$ cat config.mk
export PLATFORM = sky130hd
export DESIGN_NAME = mode4_exp_sum
export DESIGN_NICKNAME = d
export VERILOG_FILES = /design/src/rtl/mode4_pkg.sv /design/src/rtl/mode4_exp_sum_fp16_uadd.sv /design/src/rtl/mode4_exp_sum.sv
export SDC_FILE = /design/constraint.sdc
export NUM_CORES = 1
export LEC_CHECK = 0
export CAP_MARGIN = 0
export CORE_UTILIZATION = 25
export CTS_BUF_LIST = sky130_fd_sc_hd__clkbuf_16
export CTS_CLUSTER_SIZE = 12
export DETAILED_ROUTE_END_ITERATION = 10
export PLACE_DENSITY = 0.49
export SLEW_MARGIN = 10
export SYNTH_ARGS = -nofsm -noshare
export SYNTH_HDL_FRONTEND = slang
export SYNTH_SLANG_ARGS = --single-unit
$ cat constraint.sdc
create_clock -name clk -period 12.6 [get_ports clk]
set_clock_uncertainty 0.05 [all_clocks]
set_input_delay 2.52 -clock clk [delete_from_list [all_inputs] [get_ports clk]]
set_output_delay 2.52 -clock clk [all_outputs]
set_load 0.01 [all_outputs]
$ cat src/rtl/mode4_pkg.sv
// fp16 field layout and shared constants for the softmax exp-sum stage.
package mode4_pkg;

    localparam int EXP_W    = 5;
    localparam int MAN_W    = 10;
    localparam int EXP_LSB  = 10;
    localparam int EXP_MSB  = 14;
    localparam int SIGN_BIT = 15;

    localparam logic [EXP_W-1:0] EXP_INF   = 5'h1F;
    localparam logic [15:0]      FP16_INF  = 16'h7C00;
    localparam logic [15:0]      FP16_ZERO = 16'h0000;

    localparam int LANES         = 4;
    localparam int NUM_WORDS_DEF = 32;

    function automatic int beats_of(input int num_words);
        return num_words / LANES;
    endfunction

    function automatic logic exp_is_inf(input logic [15:0] x);
        return x[EXP_MSB:EXP_LSB] == EXP_INF;
    endfunction

endpackage

$ cat src/rtl/mode4_exp_sum_fp16_uadd.sv
// Combinational unsigned fp16 adder: signs ignored, subnormals flushed,
// alignment shift truncates, inf/NaN or exponent overflow yields 0x7C00.
module fp16_uadd
    import mode4_pkg::*;
(
    input  logic [15:0] a,
    input  logic [15:0] b,
    output logic [15:0] y
);

    logic [EXP_W-1:0] ea, eb, ex, ey, ed;
    logic [MAN_W:0]   mx, my, mys;
    logic [MAN_W+1:0] msum;
    logic [EXP_W:0]   eo;
    logic [MAN_W-1:0] mo;

    always_comb begin
        ea = a[EXP_MSB:EXP_LSB];
        eb = b[EXP_MSB:EXP_LSB];
        if (ea >= eb) begin
            ex = ea;
            ey = eb;
            mx = {1'b1, a[MAN_W-1:0]};
            my = {1'b1, b[MAN_W-1:0]};
        end else begin
            ex = eb;
            ey = ea;
            mx = {1'b1, b[MAN_W-1:0]};
            my = {1'b1, a[MAN_W-1:0]};
        end
        ed   = ex - ey;
        mys  = my >> ed;
        msum = {1'b0, mx} + {1'b0, mys};
        // A carry out of the hidden bit renormalises by one; the dropped LSB truncates.
        if (msum[MAN_W+1]) begin
            eo = {1'b0, ex} + (EXP_W+1)'(1);
            mo = msum[MAN_W:1];
        end else begin
            eo = {1'b0, ex};
            mo = msum[MAN_W-1:0];
        end

        y = FP16_ZERO;
        if (ea == EXP_INF || eb == EXP_INF)
            y = FP16_INF;
        else if (ea == '0 && eb == '0)
            y = FP16_ZERO;
        else if (ea == '0)
            y = {1'b0, b[SIGN_BIT-1:0]};
        else if (eb == '0)
            y = {1'b0, a[SIGN_BIT-1:0]};
        else if (eo >= {1'b0, EXP_INF})
            y = FP16_INF;
        else if (eo == '0)
            y = FP16_ZERO;
        else
            y = {1'b0, eo[EXP_W-1:0], mo};
    end

endmodule

$ cat src/rtl/mode4_exp_sum.sv
// Row reducer for the 4-lane exp stage: 2-level adder tree plus row accumulator.
// Optional MODE4_EXP_SUM_OVF_EN adds a sticky per-row ovf output.
module mode4_exp_sum
    import mode4_pkg::*;
#(
    parameter int DATAWIDTH = 16,
    parameter int NUM_WORDS = NUM_WORDS_DEF,
    parameter int BEATS     = beats_of(NUM_WORDS),
    parameter int CNT_W     = 4
) (
    input  logic                 clk,
    input  logic                 reset,
    input  logic                 stage_run,
    input  logic [DATAWIDTH-1:0] inp0,
    input  logic [DATAWIDTH-1:0] inp1,
    input  logic [DATAWIDTH-1:0] inp2,
    input  logic [DATAWIDTH-1:0] inp3,
    output logic [DATAWIDTH-1:0] sum,
    output logic                 sum_valid,
`ifdef MODE4_EXP_SUM_OVF_EN
    output logic                 ovf,
`endif
    output logic                 busy
);

    logic [DATAWIDTH-1:0] s01_d, s23_d, t_d, acc_sum, acc_next;
    logic [DATAWIDTH-1:0] s01_q, s23_q, t_q, acc;
    logic                 v1, v2, busy_q;
    logic [CNT_W-1:0]     cnt;
    logic                 last, row_done;

    fp16_uadd u_add01 (.a(inp0),  .b(inp1),  .y(s01_d));
    fp16_uadd u_add23 (.a(inp2),  .b(inp3),  .y(s23_d));
    fp16_uadd u_add_t (.a(s01_q), .b(s23_q), .y(t_d));
    fp16_uadd u_add_a (.a(acc),   .b(t_q),   .y(acc_sum));

    assign last     = (cnt == CNT_W'(BEATS - 1));
    assign row_done = v2 && last;
    assign acc_next = (cnt == '0) ? t_q : acc_sum;
    assign busy     = busy_q | (stage_run & ~reset);

    always_ff @(posedge clk) begin
        if (reset) begin
            s01_q     <= FP16_ZERO;
            s23_q     <= FP16_ZERO;
            t_q       <= FP16_ZERO;
            acc       <= FP16_ZERO;
            sum       <= FP16_ZERO;
            v1        <= 1'b0;
            v2        <= 1'b0;
            cnt       <= '0;
            sum_valid <= 1'b0;
            busy_q    <= 1'b0;
        end else begin
            v1 <= stage_run;
            if (stage_run) begin
                s01_q <= s01_d;
                s23_q <= s23_d;
            end
            v2 <= v1;
            if (v1)
                t_q <= t_d;
            sum_valid <= 1'b0;
            if (v2) begin
                acc <= acc_next;
                if (last) begin
                    cnt       <= '0;
                    sum       <= acc_next;
                    sum_valid <= 1'b1;
                end else begin
                    cnt <= cnt + CNT_W'(1);
                end
            end
            // A beat of the next row already in stage 1 keeps busy up.
            if (stage_run)
                busy_q <= 1'b1;
            else if (row_done)
                busy_q <= v1;
        end
    end

`ifdef MODE4_EXP_SUM_OVF_EN
    logic f1, f2, row_ovf, ovf_next, in_inf;

    assign in_inf   = exp_is_inf(inp0) | exp_is_inf(inp1) | exp_is_inf(inp2) | exp_is_inf(inp3);
    assign ovf_next = f2 | ((cnt != '0) & (row_ovf | (acc_sum == FP16_INF)));

    always_ff @(posedge clk) begin
        if (reset) begin
            f1      <= 1'b0;
            f2      <= 1'b0;
            row_ovf <= 1'b0;
            ovf     <= 1'b0;
        end else begin
            if (stage_run)
                f1 <= in_inf | (s01_d == FP16_INF) | (s23_d == FP16_INF);
            if (v1)
                f2 <= f1 | (t_d == FP16_INF);
            if (v2) begin
                row_ovf <= ovf_next;
                if (last)
                    ovf <= ovf_next;
            end
        end
    end
`endif

endmodule
* Yosys cells after proc, flatten, opt, wreduce, memory -nomap -nowiden
Index checks and enable logic that the tools add are counted.
** Word-level totals
- Flip-flop bits (word level) :: 85
- Bits of input ports :: 67
- Output and inout bits :: 18
- Word-level logic and storage cells :: 126
** Operators by class
- Add/sub/neg operators :: 13
- Magnitude comparators :: 8
- Eq/ne operators :: 9
- Shifts and indexed selects :: 4
- Muxes and demuxes :: 53
- Bitwise operators :: 4
- Reduce and logical (&&, ||, !) cells :: 25
** Operator list (number)
- $mux W15 :: 14
- $mux W16 :: 11
- $mux W10 :: 12
- $add A11 B11 Y12 :: 4
- $shr A11 B5 Y11 :: 4
- $eq A5 B5 Y1 const B :: 8
- $logic_not A5 Y1 :: 8
- $mux W5 :: 8
- $add A5 B1 Y6 const B :: 4
- $ge A6 B5 Y1 const B :: 4
- $logic_not A6 Y1 :: 4
- $mux W6 :: 4
- $ge A5 B5 Y1 :: 4
- $sub A5 B5 Y5 :: 4
- $logic_and A1 B1 Y1 :: 5
- $add A4 B1 Y4 const B :: 1
- $eq A4 B3 Y1 const B :: 1
- $logic_not A4 Y1 :: 1
- $logic_or A1 B1 Y1 :: 4
- $mux W4 :: 1
- $mux W1 :: 3
- $not A1 Y1 :: 2
- $reduce_and A2 Y1 :: 1
- $reduce_bool A2 Y1 :: 1
- other kinds (3) :: 3

* Longest topological paths before layout
- Depth after elaboration :: 14
- Mapped depth :: 33

* Hierarchy
From an unflattened synthesis, not the netlist that was laid out.
** Second synthesis, totals
- Cell total of the unflattened synthesis :: 1703
- Area total of the unflattened synthesis :: 12645.9 um^2
** Modules (own cells, without submodules)
- mode4_exp_sum :: times used 1, cells each 350, area each 3353.2 um^2
- fp16_uadd at u_add01 :: times used 1, cells each 364, area each 2494.9 um^2
- fp16_uadd at u_add_a :: times used 1, cells each 355, area each 2428.6 um^2
- fp16_uadd at u_add23 :: times used 1, cells each 326, area each 2232.1 um^2
- fp16_uadd at u_add_t :: times used 1, cells each 308, area each 2137.0 um^2

* Worst setup path before layout
Ideal clock, no wire load.
- Path type :: input -> register
- Start point :: in inp1[13]
- End point :: reg s01_q[11]
- Data arrival time :: 8.726 ns
- Data required time :: 12.418 ns
- Slack :: 3.692 ns
- Stages on the path :: 29
- Path buffers :: 6
- Path through :: clkbuf_1 -> inv_1 -> ha_1 -> o21ai_0 -> nor2b_1 -> nor2_1 -> clkbuf_1 -> clkbuf_1 -> clkbuf_1 -> a31oi_1 -> ha_1 -> clkbuf_1 -> mux2i_1 -> nor3_1 -> a21oi_1 -> nor2_1 -> ha_1 -> a21o_1 -> a21oi_1 -> o21ai_0 -> a2111oi_0 -> o41a_1 -> nand2b_1 -> nand2b_1 -> a21oi_1 -> buf_4 -> mux2_1 -> o221ai_1 -> a211oi_1
** On the way
- Longest elaborated chain between the ends :: 13
** Ends and longest elaborated chain
- start: declaration :: RTL line mode4_exp_sum.sv:15 : input logic [DATAWIDTH-1:0] inp1,
- parallel branches: the longest is 12 deep, another holds $add A11 B11 Y12
- $mux W15 * :: RTL line mode4_exp_sum_fp16_uadd.sv:44 : if (ea == EXP_INF || eb == EXP_INF)
- end signal: assignment :: RTL line mode4_exp_sum.sv:44 : s01_q <= FP16_ZERO;
- end signal: assignment :: RTL line mode4_exp_sum.sv:57 : s01_q <= s01_d;
- end: declaration :: RTL line mode4_exp_sum.sv:27 : logic [DATAWIDTH-1:0] s01_q, s23_q, t_q, acc;
Mark *: on every way between the ends.
A chain may end at the register's enable or synchronous reset.

* Final worst setup path
- Start point :: in inp0[10]
- End point :: reg s01_q[11]
** On the way
- Longest elaborated chain between the ends :: 13
** Ends and longest elaborated chain
- start: declaration :: RTL line mode4_exp_sum.sv:14 : input logic [DATAWIDTH-1:0] inp0,
- parallel branches: the longest is 12 deep, another holds $add A11 B11 Y12
- $mux W15 * :: RTL line mode4_exp_sum_fp16_uadd.sv:44
Marked as above.

==> flow_summary.toml <==
[worst_hold_path]
min_from = "busy_q"
hold_path.class = "reg2reg"

[cts]
cts_tree = "yes"
cts_root_buf = "clkbuf_16"
cts_max_level = 3
post-cts-setup-buffer-count = 0
cts.sinks = 83
cts.clk_slew.worst_paths_ps = 70
clock_latency_ps = 360
cts_resized = 0
holdBufCountCts = 0
cts_buffers = 9
cts_buffer_depth = 2

[timing]
period_minus_slack_ps = 10040
worstMarginPinSlew_ps = 1060
fmax_mhz = 99.6
drv_slew = 0
tns_ps = 0
final_hold_viol_count = 0
post-route-period-util = 0.797
setup_viol = 0
rsz0062_at_grt = "false"
timing.max_slew.rel_slack = 0.289

[yosys]
yosysSeqAreaShare = 0.142
synth-adder-area-share = 0.0817
syn-num-nets = 1788
synth-edff-count = 0
synth_cells = 1647
yosysWarnings = 0
ys_ff_latch = 83
ys_types = 103
synth_area_leaders = "dfxtp_1, mux2i_1, nand2_1"
synth_ff_type = "dfxtp_1"
synth_top_family_by_area = "compound AO/OA/AOI/OAI gates"
synth_area_leader_cell = "dfxtp_1"
synth.avg_cell_area_um2 = 7.10
yosys.area_share.simple = 0.241
synthArstFlopShare = 0
synth.area.mux_share = 0.142
synth_compound_area_frac = 0.307
post-synth-top-area-fraction = 0.142
yosys.area_share.xor_xnor = 0.0337
syn_area_mm2 = 0.0117

[route]
vias = 12300
wl_per_cell_um = 16.5
firstDrtPassIters = 8
ant_nets = 0
drtIter0Drc = 942
viasPerCell = 5.39
wirelength_mm = 37.5
route.detailed.drc = 0

[setup_path]
path_class = "in2reg"
crit_start = "inp0[10]"
critPathRequiredTime_ps = 12780
end_kind = "flip-flop"
crit_arrival_ps = 10230
critPathSlowestCell = "a21oi_1"
worstPathMaxFanout = 25
crit_path_start_kind = "input pin"
r2r-start = "s01_q[10]"
critPathMaxStageDelay_ps = 770

[global_routing]
overflow = 0
antenna_found_initial = 0
track_usage = 0.157
grt_pass1_wl_mm = 61.9
grt_pass1_vias = 11800
grt_max_degree = 35

[floorplanning]
die-height_um = 218
core_mm2 = 0.0458
start_util = 0.256
ioPinCount = 85
std_cell_rows = 78
die-area_mm2 = 0.0477
die_w_um = 218

[layout]
nNetsFinal = 1811
n_fill_cell = 4964
final_util = 0.290
antenna_cells = 0
multi_input_area_mm2 = 0.00943
final_cell_mix = "nand2_1, nor2_1, o21ai_0"
areaGrowthSynthToFinish_pct = 13.6
final_common_cell = "nand2_1"
drive_gt1_frac = 0.0687
seq_area_mm2 = 0.00166

[power]
p_leak_nw = 5.28
p_per_area_mw_per_mm2 = 124
irDropWorstVdd_mv = 0.0679
total_power_mw = 1.64

[place]
gp_congestion = 0.899
dp.final_hpwl_mm = 29.6
port_buffers = 79

[job]
max_cap_violations = 0

[run_status]
status = "finished, final reports clean"
cell families after synthesis:
family                   Yosys count
AO/OA/AOI/OAI                    523
buffers and inverters            155
adder cells (fa/ha/maj)           74
multiplexers                     155
other                              1
AND/OR/NAND/NOR                  611
XOR/XNOR                          45
flip-flops                        83
final timing paths:
check,endpoint,slack (ps),cells after the start
min,busy_q,430,2
max,s01_q[11],2560,26
max reg2reg,t_q[0],5170,26
min reg2reg,busy_q,430,2
Yosys cell counts, drive strengths merged, types with 15 or more instances:
master / number
o21ai: 127
nand2b: 20
mux2i: 113
nor2: 154
inv: 74
nand2: 237
a21o: 22
a22oi: 18
buf: 21
mux2: 38
nor2b: 29
a221oi: 25
a31oi: 41
clkbuf: 60
nor3: 33
nand3: 47
a211oi: 40
xor2: 15
xnor2: 30
o2111ai: 16
dfxtp: 83
ha: 70
a21oi: 101
a311oi: 15
and2: 30
report_power, final:
group / switching [mW] / leakage [nW] / internal, mW / total (mW)
Clock: 0.125 / 0.135 / 0.135 / 0.260
Combinational: 0.625 / 4.46 / 0.427 / 1.05
Sequential: 0.0458 / 0.679 / 0.287 / 0.333
Total: 0.795 / 5.28 / 0.849 / 1.64
flip-flops by register name, summed over array words and instances (netlist names):
register   count
v2             1
busy_q         1
sum_valid      1
acc           15
v1             1
s23_q         15
cnt            4
t_q           15
s01_q         15
sum           15
critical path: cells and delay by family:
kind / cells / cell delay [ps]
multiplexers: 3 / 910
buffers and inverters: 3 / 1200
AO/OA/AOI/OAI: 12 / 3050
adder cells (fa/ha/maj): 3 / 1590
AND/OR/NAND/NOR: 5 / 940
metal layers:
metal  part of all wire  global-route usage  vias to the layer above
met5                  0                   0                        -
met4              0.018              0.0392                        0
met3              0.041              0.0128                       45
met2               0.47               0.273                      301
met1               0.47               0.207                     5732
li1                   -                   -                     6173
per-stage QoR:
step	worst slack (ps)	std cells	area, um^2	hold slack [ps]
after floorplan	3690	1647	11700	401
after global placement	2340	2259	13000	410
after detailed placement	2200	2259	13000	422
after CTS	2560	2275	13300	432
after global routing	1950	2275	13300	458
final	2560	2275	13300	429
cell type report:
| class | instances | area share |
|---|---|---|
| multi-input combinational | 1409 | 0.710 |
| timing repair buffer | 93 | 0.0671 |
| clock inverter | 7 | 0.00386 |
| tap | 600 | 0.0565 |
| inverter | 74 | 0.0209 |
| clock buffer | 9 | 0.0170 |
| sequential | 83 | 0.125 |
No activity file was read; power rests on OpenSTA's default activity.
